--- src/rtl/router_pkt_sink.sv ---
// Router output-port packet sink: pulls one packet per start, checks its XOR parity,
// and abandons a packet whose bytes stop arriving for TIMEOUT consecutive cycles.
// state   | meaning
// IDLE    | waiting for vld_out while enable is high
// DELAY   | START_DELAY settle cycles before the first read
// HDR     | reading and capturing the header byte
// PAYLOAD | streaming len payload bytes out on byte_out
// PARITY  | comparing the parity byte, closes the packet
module router_pkt_sink #(
  parameter int START_DELAY = 2,
  parameter int TIMEOUT     = 32
) (
  input  logic       clock,
  input  logic       reset,
  input  logic       vld_out,
  input  logic [7:0] data_out,
  input  logic       enable,
  output logic       read_enb,
  output logic [7:0] byte_out,
  output logic       byte_valid,
  output logic [1:0] pkt_addr,
  output logic [5:0] pkt_len,
  output logic       pkt_done,
  output logic       parity_err,
  output logic       timeout,
  output logic [7:0] pkt_count,
  output logic [7:0] err_count
);

  localparam int IW = $clog2(TIMEOUT + 1);
  localparam logic [4:0]    DLY_LOAD  = 5'((START_DELAY > 0) ? START_DELAY - 1 : 0);
  localparam logic [IW-1:0] IDLE_LOAD = IW'(TIMEOUT - 1);

  typedef enum logic [2:0] {S_IDLE, S_DELAY, S_HDR, S_PAYLOAD, S_PARITY} state_t;

  state_t        state, state_nxt;
  logic [4:0]    dly_cnt;
  logic [IW-1:0] idle_cnt;
  logic [6:0]    issued;
  logic [6:0]    limit;
  logic [5:0]    remain;
  logic [7:0]    parity;
  logic          rd_pend;
  logic          active;
  logic          hit_timeout;
  logic          parity_bad;
  logic          err_inc;

  always_ff @(posedge clock or posedge reset) begin
    if (reset) state <= S_IDLE;
    else       state <= state_nxt;
  end

  always_comb begin
    active      = (state == S_HDR) || (state == S_PAYLOAD) || (state == S_PARITY);
    // Until the header is back the length is unknown, so allow the largest packet.
    limit       = (state == S_HDR) ? 7'd65 : ({1'b0, pkt_len} + 7'd2);
    read_enb    = active && vld_out && (issued < limit);
    hit_timeout = active && !rd_pend && (idle_cnt == '0);
    parity_bad  = (data_out != parity);
    err_inc     = hit_timeout || ((state == S_PARITY) && rd_pend && parity_bad);
    state_nxt   = state;
    case (state)
      S_IDLE:    if (vld_out && enable) state_nxt = (START_DELAY == 0) ? S_HDR : S_DELAY;
      S_DELAY:   if (dly_cnt == 5'd0) state_nxt = S_HDR;
      S_HDR:     if (rd_pend) state_nxt = (data_out[7:2] != 6'd0) ? S_PAYLOAD : S_PARITY;
      S_PAYLOAD: if (rd_pend && remain == 6'd1) state_nxt = S_PARITY;
      S_PARITY:  if (rd_pend) state_nxt = S_IDLE;
      default:   state_nxt = S_IDLE;
    endcase
    if (hit_timeout) state_nxt = S_IDLE;
  end

  always_ff @(posedge clock or posedge reset) begin
    if (reset) begin
      dly_cnt    <= '0;
      idle_cnt   <= '0;
      issued     <= '0;
      remain     <= '0;
      parity     <= '0;
      rd_pend    <= 1'b0;
      byte_out   <= '0;
      byte_valid <= 1'b0;
      pkt_addr   <= '0;
      pkt_len    <= '0;
      pkt_done   <= 1'b0;
      parity_err <= 1'b0;
      timeout    <= 1'b0;
      pkt_count  <= '0;
      err_count  <= '0;
    end else begin
      byte_valid <= 1'b0;
      pkt_done   <= 1'b0;
      timeout    <= hit_timeout;
      rd_pend    <= read_enb;

      if (state == S_IDLE)                         dly_cnt <= DLY_LOAD;
      else if (state == S_DELAY && dly_cnt != '0)  dly_cnt <= dly_cnt - 5'd1;

      if (!active || rd_pend)   idle_cnt <= IDLE_LOAD;
      else if (idle_cnt != '0)  idle_cnt <= idle_cnt - 1'b1;

      if (state == S_IDLE) issued <= '0;
      else if (read_enb)   issued <= issued + 7'd1;

      if (rd_pend) begin
        case (state)
          S_HDR: begin
            pkt_addr <= data_out[1:0];
            pkt_len  <= data_out[7:2];
            remain   <= data_out[7:2];
            parity   <= data_out;
          end
          S_PAYLOAD: begin
            byte_out   <= data_out;
            byte_valid <= 1'b1;
            parity     <= parity ^ data_out;
            remain     <= remain - 6'd1;
          end
          S_PARITY: begin
            pkt_done   <= 1'b1;
            parity_err <= parity_bad;
            pkt_count  <= pkt_count + 8'd1;
          end
          default: ;
        endcase
      end

      if (err_inc && err_count != 8'hFF) err_count <= err_count + 8'd1;
    end
  end

endmodule

--- config.mk ---
export PLATFORM = sky130hd
export DESIGN_NAME = router_pkt_sink
export DESIGN_NICKNAME = d
export VERILOG_FILES = /design/src/rtl/router_pkt_sink.sv
export SDC_FILE = /design/constraint.sdc
export NUM_CORES = 1
export LEC_CHECK = 0
export BUFFER_PORTS_ARGS = -buffer_cell sky130_fd_sc_hd__buf_2
export CAP_MARGIN = 20
export CORE_ASPECT_RATIO = 0.8
export CORE_MARGIN = 2
export CORE_UTILIZATION = 62
export CTS_CLUSTER_DIAMETER = 100
export DETAILED_ROUTE_END_ITERATION = 7
export GPL_TIMING_DRIVEN = 0
export PLACE_DENSITY = 0.85
export SYNTH_ARGS = -nofsm -noshare
export SYNTH_HDL_FRONTEND = slang
export SYNTH_SLANG_ARGS = --single-unit
export TNS_END_PERCENT = 100
--- constraint.sdc ---
create_clock -name clock -period 3.5 [get_ports clock]
set_input_delay 0.35 -clock clock [delete_from_list [all_inputs] [get_ports clock]]
set_output_delay 0.35 -clock clock [all_outputs]
set_load 0.02 [all_outputs]
==> flow_summary.json <==
{
  "status": "finished clean",
  "async_flop_share": 1.00,
  "grt-ovfl-total": 0,
  "routedWlPerCell_um": 16.0,
  "final.fill_count": 408,
  "synthAdderAreaFrac": 0.0528,
  "netlist_area_mm2": 0.00379,
  "rsz0062_at_grt": "false",
  "final_util": 0.735,
  "clkLatencyLatePin_ps": 350,
  "wirelength_mm": 8.36,
  "start_util": 0.641,
  "area_growth_pct": 14.7,
  "antenna_found_initial": 0,
  "slew_headroom": 0.428,
  "core_area_mm2": 0.00591,
  "place_ws_ps": 594,
  "fin_ws_ps": 290,
  "yosysSeqAreaShare": 0.475,
  "ys_warn_count": 0,
  "synth_xor_xnor_area_share": 0.0670,
  "worst-path-max-fanout": 10,
  "root_buffer": "clkbuf_8",
  "met2_usage": 0.401,
  "dieWidth_um": 91.4,
  "min_period_ps": 3210,
  "path_clk_slew_ps": 80,
  "grt_busiest_layer": "met2",
  "grt.total_usage": 0.255,
  "setup_viol": 0,
  "ir_drop_mv": 0.438,
  "yosysTopAreaCellShare": 0.475,
  "crit-reg2reg-launch": "state[0]",
  "arrival_ps": 2860,
  "synth_area_leaders": "dfrtp_1 48%, nand2_1 6.0%, ha_1 5.3%",
  "critPathLaunchType": "flop",
  "clkSinkCount": 72,
  "critPathKind": "flop to primary output",
  "drtPass1Iterations": 4,
  "first_iter_violations": 203,
  "rows": 25,
  "grtUsageMet1": 0.344,
  "syn_avg_cell_area_um2": 9.97,
  "n_antenna_cell": 0,
  "drc_errors": 0,
  "detail-route-antenna-nets": 0,
  "p_leak_nw": 2.07,
  "cts_max_path_buffers": 2,
  "slew_violations": 0,
  "fin_crit_sh": 0.917,
  "synth.net_count": 408,
  "yosysTopAreaCell": "dfrtp_1",
  "num_io_pins": 49,
  "dieHeight_um": 73.9,
  "r2r_cells": 10,
  "p_per_area_mw_per_mm2": 819,
  "nets": 464,
  "r2r_end": "issued[5]",
  "synth-simple-area-share": 0.191,
  "vias_per_cell": 5.94,
  "hp-class": "input pin to async pin",
  "cts_max_level": 3,
  "hold_violations": 0,
  "grt_max_degree": 73,
  "place_congestion": 0.868,
  "dieArea_mm2": 0.00676,
  "ys.flop_type": "dfrtp_1",
  "hpwl_mm": 5.79,
  "port_buffers": 42,
  "clock_skew_ps": 7.57,
  "synth_top_family_by_area": "simple AND/OR/NAND/NOR gates",
  "worst_pin_slew_ps": 858,
  "muxShareOfSynthArea": 0.0495,
  "ys_ff_latch": 72,
  "layout_commonest_cell": "dfrtp_1",
  "cts_tree": "built",
  "r2r_slack_ps": 660,
  "critPathRequiredTime_ps": 3150,
  "final_cell_mix": "72 x dfrtp_1, 61 x nand2_1, 44 x buf_2, 26 x nor2_1, 22 x a21oi_1",
  "cts_buffers": 9,
  "drive_gt1_frac": 0.218,
  "ys_types": 57,
  "grt_pass1_vias": 2878,
  "use_met3": 0.0669,
  "vias": 3103,
  "synth_compound_area_frac": 0.128,
  "max_cap_viol_count": 0,
  "final.setup.tns_ps": 0,
  "synth_edf_count": 0,
  "fmax_mhz": 312,
  "hold_buffers": 0,
  "synth_cells": 380,
  "cts_resized": 0,
  "cp-end-kind": "primary output",
  "grt_pass1_wl_mm": 13.5
}
==> stage by stage <==
| stage | cells | cell area, um^2 | hold WS (ps) | power (mW) |
|---|---|---|---|---|
| 2_1_floorplan | 380 | 3790 | 453 | 2.38 |
| 5_1_grt | 522 | 4350 | 249 | 3.78 |
| 6_report | 522 | 4350 | 167 | 3.56 |
| 3_5_place_dp | 503 | 4100 | 466 | 2.80 |
| 3_3_place_gp | 503 | 4100 | 457 | 2.71 |
| 4_1_cts | 519 | 4320 | 208 | 3.54 |
==> repair_timing <==
item | 4_1_cts | 5_1_grt
endpoints found under the hold margin | 0 | 0
buffers inserted | 0 | 2
endpoints found under the setup margin | 0 | 1
==> per-layer routing <==
metal  wire length, um  vias to the layer above
met2              4020                       90
li1                  -                     1459
met5                 0                        -
met1              3820                     1537
met3               388                       17
met4               140                        0
==> logic make-up (layout without fill, tap and decap cells) <==
logic type | count (synthesis) | count (layout)
AO/OA/AOI/OAI | 74 | 74
adder cells (fa/ha/maj) | 16 | 16
multiplexers | 17 | 17
XOR/XNOR | 29 | 29
buffers and inverters | 27 | 88
AND/OR/NAND/NOR | 145 | 145
flip-flops | 72 | 72
==> state kept, by name, indices dropped and copies added (netlist names), 2 cells and up <==
signal	cells
byte_out	8
dly_cnt	5
err_count	8
idle_cnt	6
issued	7
parity	8
pkt_addr	2
pkt_count	8
pkt_len	6
remain	6
state	3
==> Yosys cell counts, drive strengths merged (2+ instances only) <==
library cell and number:
clkbuf 8, o2111ai 5, ha 16, nand2 62
nor3 7, o22ai 3, dfrtp 72, xnor2 16
xor2 13, o21ai 17, a311oi 7, nand4 5
and2b 2, buf 6, nor2 26, nand3b 2
inv 12, nor4 4, a31oi 2, nor3b 3
a211oi 4, a21oi 23, nand2b 4, nand3 13
mux2i 3, mux2 14, o211ai 4, and3 7
or3 3
==> worst max path at each step <==
stage | depth (start not counted) | end | start | slack (ps)
4_1_cts | 8 | read_enb | state[0] | 190
5_1_grt | 8 | read_enb | state[0] | 90
2_1_floorplan | 9 | issued[5] | state[0] | 970
3_3_place_gp | 2 | byte_out[2] | reset | 500
3_5_place_dp | 8 | read_enb | state[0] | 590
6_report | 8 | read_enb | state[0] | 290
==> area by class of cell <==
| cell class | count | area (um^2) | area share |
|---|---|---|---|
| Multi-Input combinational cell | 281 | 1850 | 0.425 |
| Sequential cell | 72 | 1800 | 0.415 |
| Timing Repair Buffer | 45 | 233 | 0.0535 |
| Clock buffer | 10 | 128 | 0.0294 |
| Tap cell | 81 | 101 | 0.0233 |
| Clock inverter | 6 | 92.6 | 0.0213 |
| Buffer | 14 | 90.1 | 0.0207 |
| Inverter | 13 | 51.3 | 0.0118 |
==> power by group <==
group | internal, mW | total (mW) | switching [mW]
clock network | 0.405 | 0.735 | 0.330
registers | 1.09 | 1.36 | 0.268
logic | 0.584 | 1.47 | 0.885
total | 2.08 | 3.56 | 1.48
==> worst max-delay path, stage by stage (launching register included) <==
cell      delay (ps)
dfrtp_1          440
clkbuf_8         190
nor3b_1          390
or2_2            190
ha_1             240
a211oi_1         240
o21ai_0          220
a21oi_2          360
buf_2            230
(Power assumes the default switching activity.)
